## src/rtl/division_restoring_signed.sv

```systemverilog
// Sequential signed divider: sign/magnitude split, restoring shift-subtract
// (one quotient bit per clock), then sign fix-up and a one-cycle done pulse.
module division_restoring_signed #(
  parameter int unsigned WIDTH = 4
) (
  input  logic             clk,
  input  logic             rst,
  input  logic             start,
  input  logic [WIDTH-1:0] first_nr,
  input  logic [WIDTH-1:0] second_nr,
  output logic [WIDTH-1:0] quotient,
  output logic [WIDTH-1:0] remainder,
  output logic             busy,
  output logic             done,
  output logic             div_by_zero,
  output logic             overflow
);

  localparam int unsigned      CW       = $clog2(WIDTH) + 1;
  localparam logic [WIDTH-1:0] MOST_NEG = {1'b1, {(WIDTH-1){1'b0}}};

  typedef enum logic [1:0] {IDLE, ITER, FIX} state_t;

  state_t           state_q;
  logic             sign_quo_q;
  logic             sign_rem_q;
  logic             zero_q;
  logic             ovf_q;
  logic [WIDTH-1:0] dvd_q;
  logic [WIDTH-1:0] dvs_q;
  logic [WIDTH:0]   prem_q;
  logic [CW-1:0]    count_q;

  logic [WIDTH-1:0] mag_a_d;
  logic [WIDTH-1:0] mag_b_d;
  logic [WIDTH:0]   shifted_d;
  logic [WIDTH+1:0] diff_d;
  logic             qbit_d;
  logic [WIDTH:0]   prem_d;
  logic [WIDTH-1:0] dvd_d;
  logic [WIDTH-1:0] quo_fix_d;
  logic [WIDTH-1:0] rem_fix_d;
  logic [WIDTH-1:0] rem_dz_d;

  always_comb begin
    mag_a_d   = first_nr[WIDTH-1]  ? -first_nr  : first_nr;
    mag_b_d   = second_nr[WIDTH-1] ? -second_nr : second_nr;
    // dvd_q shifts out dividend bits at the top and collects quotient bits at the bottom
    shifted_d = {prem_q[WIDTH-1:0], dvd_q[WIDTH-1]};
    diff_d    = {1'b0, shifted_d} - {2'b00, dvs_q};
    qbit_d    = ~diff_d[WIDTH+1];
    prem_d    = qbit_d ? diff_d[WIDTH:0] : shifted_d;
    dvd_d     = {dvd_q[WIDTH-2:0], qbit_d};
    quo_fix_d = sign_quo_q ? -dvd_q : dvd_q;
    rem_fix_d = sign_rem_q ? -prem_q[WIDTH-1:0] : prem_q[WIDTH-1:0];
    // on a zero divisor dvd_q still holds |first_nr|; re-applying its sign restores first_nr
    rem_dz_d  = sign_rem_q ? -dvd_q : dvd_q;
  end

  always_ff @(posedge clk) begin
    if (!rst) begin
      state_q     <= IDLE;
      sign_quo_q  <= 1'b0;
      sign_rem_q  <= 1'b0;
      zero_q      <= 1'b0;
      ovf_q       <= 1'b0;
      dvd_q       <= '0;
      dvs_q       <= '0;
      prem_q      <= '0;
      count_q     <= '0;
      quotient    <= '0;
      remainder   <= '0;
      busy        <= 1'b0;
      done        <= 1'b0;
      div_by_zero <= 1'b0;
      overflow    <= 1'b0;
    end else begin
      done <= 1'b0;
      case (state_q)
        IDLE: begin
          if (start) begin
            sign_quo_q  <= first_nr[WIDTH-1] ^ second_nr[WIDTH-1];
            sign_rem_q  <= first_nr[WIDTH-1];
            dvd_q       <= mag_a_d;
            dvs_q       <= mag_b_d;
            prem_q      <= '0;
            count_q     <= '0;
            zero_q      <= (second_nr == '0);
            ovf_q       <= (first_nr == MOST_NEG) && (second_nr == '1);
            div_by_zero <= 1'b0;
            overflow    <= 1'b0;
            busy        <= 1'b1;
            state_q     <= (second_nr == '0) ? FIX : ITER;
          end
        end
        ITER: begin
          prem_q  <= prem_d;
          dvd_q   <= dvd_d;
          count_q <= count_q + 1'b1;
          if (count_q == CW'(WIDTH - 1)) begin
            state_q <= FIX;
          end
        end
        FIX: begin
          quotient    <= zero_q ? '0 : quo_fix_d;
          remainder   <= zero_q ? rem_dz_d : rem_fix_d;
          div_by_zero <= zero_q;
          overflow    <= ovf_q;
          done        <= 1'b1;
          busy        <= 1'b0;
          state_q     <= IDLE;
        end
        default: state_q <= IDLE;
      endcase
    end
  end

endmodule

```

## config.mk

```make
export PLATFORM = sky130hd
export DESIGN_NAME = division_restoring_signed
export DESIGN_NICKNAME = d
export VERILOG_FILES = /design/src/rtl/division_restoring_signed.sv
export SDC_FILE = /design/constraint.sdc
export NUM_CORES = 1
export LEC_CHECK = 0
export BUFFER_PORTS_ARGS = -buffer_cell sky130_fd_sc_hd__buf_2
export CORE_AREA = 2 2 64 66
export DETAILED_ROUTE_END_ITERATION = 10
export DIE_AREA = 0 0 66 68
export PLACE_DENSITY = 0.8
export SYNTH_ARGS = -nofsm -noshare
export SYNTH_HDL_FRONTEND = slang
export SYNTH_SLANG_ARGS = --single-unit
```

## constraint.sdc

```tcl
create_clock -name clk -period 1.8 [get_ports clk]
set_input_delay 0.54 -clock clk [delete_from_list [all_inputs] [get_ports clk]]
set_output_delay 0.54 -clock clk [all_outputs]
set_load 0.05 [all_outputs]
```

==> impl.org <==
** Outcome
- The flow ran to the end, and the final reports show no timing, DRC or antenna violations.

** Drt
- Overall routed net length :: 3.81 mm
- Summing over every cut layer, the via total after detailed routing is 1548.
- In the final routed layout, each cell accounts on average for 13.2 um.
- Post-route antenna net violation count :: 0
- For this run, design rule violations remaining after detail routing come to 0.
- First-iteration detailed-routing DRC count :: 101
- The first detailed-routing pass took 4 iterations.
- Using the TritonRoute via totals, the vias-per-cell ratio works out to 5.38.

** Finish
- Ratio of cells with drive above 1 in the final layout :: 18.5%
- Layout overhead on the synthesized area :: 16.5%
- At the end of the flow, the number of nets in the layout was 260.
- Fin util :: 55.5%
- After routing the design area is 2140 sq um.
- 0 antenna diodes ended up in the layout.

** Clock network
- Post_cts resized :: 0
- Clock latency on the worst-skew pair :: 0.30 ns
- After clock tree synthesis, the clock-pin slew on the worst setup and hold paths is 0.07 ns.
- # H-tree levels :: 2
- Cts bufs inserted :: 5
- Post-CTS Hold Buffers :: 0
- Post-CTS Setup Bufs :: 0
- Clock tree sinks :: 33
- TritonCTS built the clock tree.
- The longest clock path from root to sink contains 2 buffers.
- Root Buffer Master :: sky130_fd_sc_hd__clkbuf_8

** Floorplanning
- Measured along the y axis, the die boundary spans 68 um.
- Area of the die :: 4490 sq um
- Cell Rows :: 23
- The core region is 3860 sq um.
- Top-level port count :: 23
- Horizontal extent of the die :: 66 um
- For this configuration, the core starts out at a cell density of 47.7%.

** Global routing
- Vias in the first global route :: 1530
- Final global-route overflow total :: 0
- Antenna violations before repair :: 0
- Pin count of the biggest net entering global routing :: 17
- First-pass GRT wire length :: 6.40 mm
- In the global route stage, overall resource usage came out at 18.6%.

** Synth
- Number of flip-flops and latches in the synthesized netlist :: 33
- Yosys synthesis warning count :: 0
- Ranked by total cell area, the synthesized netlist is headed by sky130_fd_sc_hd__dfxtp_1, sky130_fd_sc_hd__ha_1, sky130_fd_sc_hd__nand2_1.
- In this run, synthesis inferred 0 flip-flops with an integrated enable.
- FFs w/ async S/R, synth :: 0%
- For this run, the register share of the synthesized area comes to 35.9%.
- sky130_fd_sc_hd__dfxtp_1 takes more of the synthesized area than any other cell.
- The number of nets handed over by synthesis was 233.
- A synthesized cell averages 8.75 sq um.
- Synthesis handed over a netlist of 210 instances.
- The top cell type by area accounts for 35.9% of the synthesized area.
- The most used flip-flop cell after synthesis is sky130_fd_sc_hd__dfxtp_1.
- After synthesis the cells add up to 1840 sq um.
- Number of distinct library cells after synthesis :: 48

** STA
- After layout, the worst path uses 94.1% of the clock period.
- Final hold viol count :: 0
- For this run, the top clock speed supported by timing is 590 MHz.
- Across the routed clock network, the largest skew measured is 0.00753 ns.
- Total count of max-transition violations in the final report :: 0
- Headroom to the max-slew limit :: 72.2%
- Final setup violation count :: 0
- The clock period could shrink to 1.69 ns.
- At the pin with the least slew margin, the transition time is 0.417 ns.

** Setup path
- Crit path launch type :: flop
- Kind of critical path :: flop to flop
- Critical Path Sink Type :: flop
- Worst Path Required :: 1.98 ns
- CP arrival :: 1.87 ns
- Worst Path Max Fanout :: 5

** Power
- Leakage power :: 0.884 nW
- Largest vdd supply drop :: 383 uV
- For this design the ratio of total power to cell area is 878 nW/um^2.

** Job
- Across the run, the number of max-cap violations was 0.

** Place
- Final Wtd Congestion :: 0.884
- Final HPWL from detailed placement :: 2.85 mm
- After detailed placement, the total cell area comes to 2020 sq um.
- Input and output buffers added on the ports amount to 22.

** Worst hold path
- In this run the worst hold path is classified as flop to flop.
[area by class of cell]
type | instances | area, sq um
Tap cell | 50 | 62.6
Clock inverter | 1 | 30.0
Inverter | 14 | 52.6
Sequential cell | 33 | 661
Timing Repair Buffer | 31 | 178
Clock buffer | 7 | 86.3
Multi-Input combinational cell | 152 | 1070
Fill cell | 365 | 1720
[metrics by stage]
stage	worst slack (ns)	hold WS, ns	std cells	TNS, ns	power (mW)
detailed placement	0.0974	0.453	280	0	1.15
finish	0.106	0.457	288	0	1.88
floorplan	0.293	0.441	210	0	1.06
CTS	0.00708	0.462	288	0	1.88
global placement	0.122	0.448	280	0	1.14
global route	-0.00676	0.477	288	-0.00676	1.96
[cells in the mapped netlist (2+ instances only)]
library cell,n
sky130_fd_sc_hd__a21boi_0,9
sky130_fd_sc_hd__a21boi_1,2
sky130_fd_sc_hd__a21oi_1,5
sky130_fd_sc_hd__a22oi_1,4
sky130_fd_sc_hd__and2_1,3
sky130_fd_sc_hd__buf_2,2
sky130_fd_sc_hd__buf_4,2
sky130_fd_sc_hd__clkbuf_1,6
sky130_fd_sc_hd__dfxtp_1,33
sky130_fd_sc_hd__ha_1,11
sky130_fd_sc_hd__inv_1,14
sky130_fd_sc_hd__mux2i_1,2
sky130_fd_sc_hd__nand2_1,27
sky130_fd_sc_hd__nand2b_1,5
sky130_fd_sc_hd__nand3_1,11
sky130_fd_sc_hd__nor2_1,4
sky130_fd_sc_hd__nor2b_1,13
sky130_fd_sc_hd__nor3_1,4
sky130_fd_sc_hd__nor3b_1,2
sky130_fd_sc_hd__nor4b_1,2
sky130_fd_sc_hd__o2111ai_1,2
sky130_fd_sc_hd__o211a_1,3
sky130_fd_sc_hd__o211ai_1,2
sky130_fd_sc_hd__o21ai_0,7
sky130_fd_sc_hd__o31ai_1,4
sky130_fd_sc_hd__xnor2_1,8
sky130_fd_sc_hd__xor2_1,2
[cell families (layout without fill, tap and decap cells)]
kind of cell    Yosys count  in the layout  share of synthesized area (%)
compound gates           46             46                           18.4
xor+xnor                 10             10                           4.77
fa+ha+maj                12             12                           8.58
buf+inv                  25             53                           6.06
flops                    33             33                           35.9
mux                       3              3                           2.31
simple gates             81             81                           24.0
[metal layers]
metal | GRT usage, % | routed length (um) | up-vias
met3 | 3.13 | 135 | 5
met4 | 8.93 | 65 | 0
met5 | 0 | 0 | -
met2 | 34.7 | 1890 | 37
li1 | - | - | 783
met1 | 20.5 | 1720 | 723
[cell usage in the layout (no fill, tap or decap), types with 6 or more instances in the layout]
cell / instances
sky130_fd_sc_hd__clkbuf_8: 6
sky130_fd_sc_hd__a21boi_0: 9
sky130_fd_sc_hd__buf_4: 9
sky130_fd_sc_hd__ha_1: 11
sky130_fd_sc_hd__nand2_1: 27
sky130_fd_sc_hd__xnor2_1: 8
sky130_fd_sc_hd__nand3_1: 11
sky130_fd_sc_hd__inv_1: 14
sky130_fd_sc_hd__dfxtp_1: 33
sky130_fd_sc_hd__buf_2: 22
sky130_fd_sc_hd__o21ai_0: 7
sky130_fd_sc_hd__nor2b_1: 13
[worst max-delay path, cell delays in order (launching register included)]
cell and delay, ns:
sky130_fd_sc_hd__dfxtp_1 0.45, sky130_fd_sc_hd__ha_1 0.27, sky130_fd_sc_hd__nor2b_1 0.15, sky130_fd_sc_hd__o31ai_2 0.29
sky130_fd_sc_hd__nand2_1 0.11, sky130_fd_sc_hd__o311ai_0 0.31
[sequential cells by signal, summed over array words and instances, names as in the netlist]
signal and cells:
overflow 1, div_by_zero 1, quotient 4, done 1, zero_q 1, dvs_q 4
ovf_q 1, prem_q 4, sign_quo_q 1, count_q 3, dvd_q 4, sign_rem_q 1
busy 1, remainder 4, state_q 2
[power breakdown]
part	total (mW)	internal [mW]	leakage (nW)	switching, mW
clock	0.731	0.451	0.0585	0.280
combinational	0.349	0.150	0.557	0.199
sequential	0.799	0.763	0.268	0.0362
[final timing paths]
path	from	cells past startpoint	slack [ns]	to
worst min register to register	remainder[2]	2	0.46	remainder[2]
worst max-delay path	prem_q[0]	5	0.11	prem_q[1]
worst min-delay path	remainder[2]	2	0.46	remainder[2]
worst max register to register	prem_q[0]	5	0.11	prem_q[1]
Power figures use the tool's default switching activity.
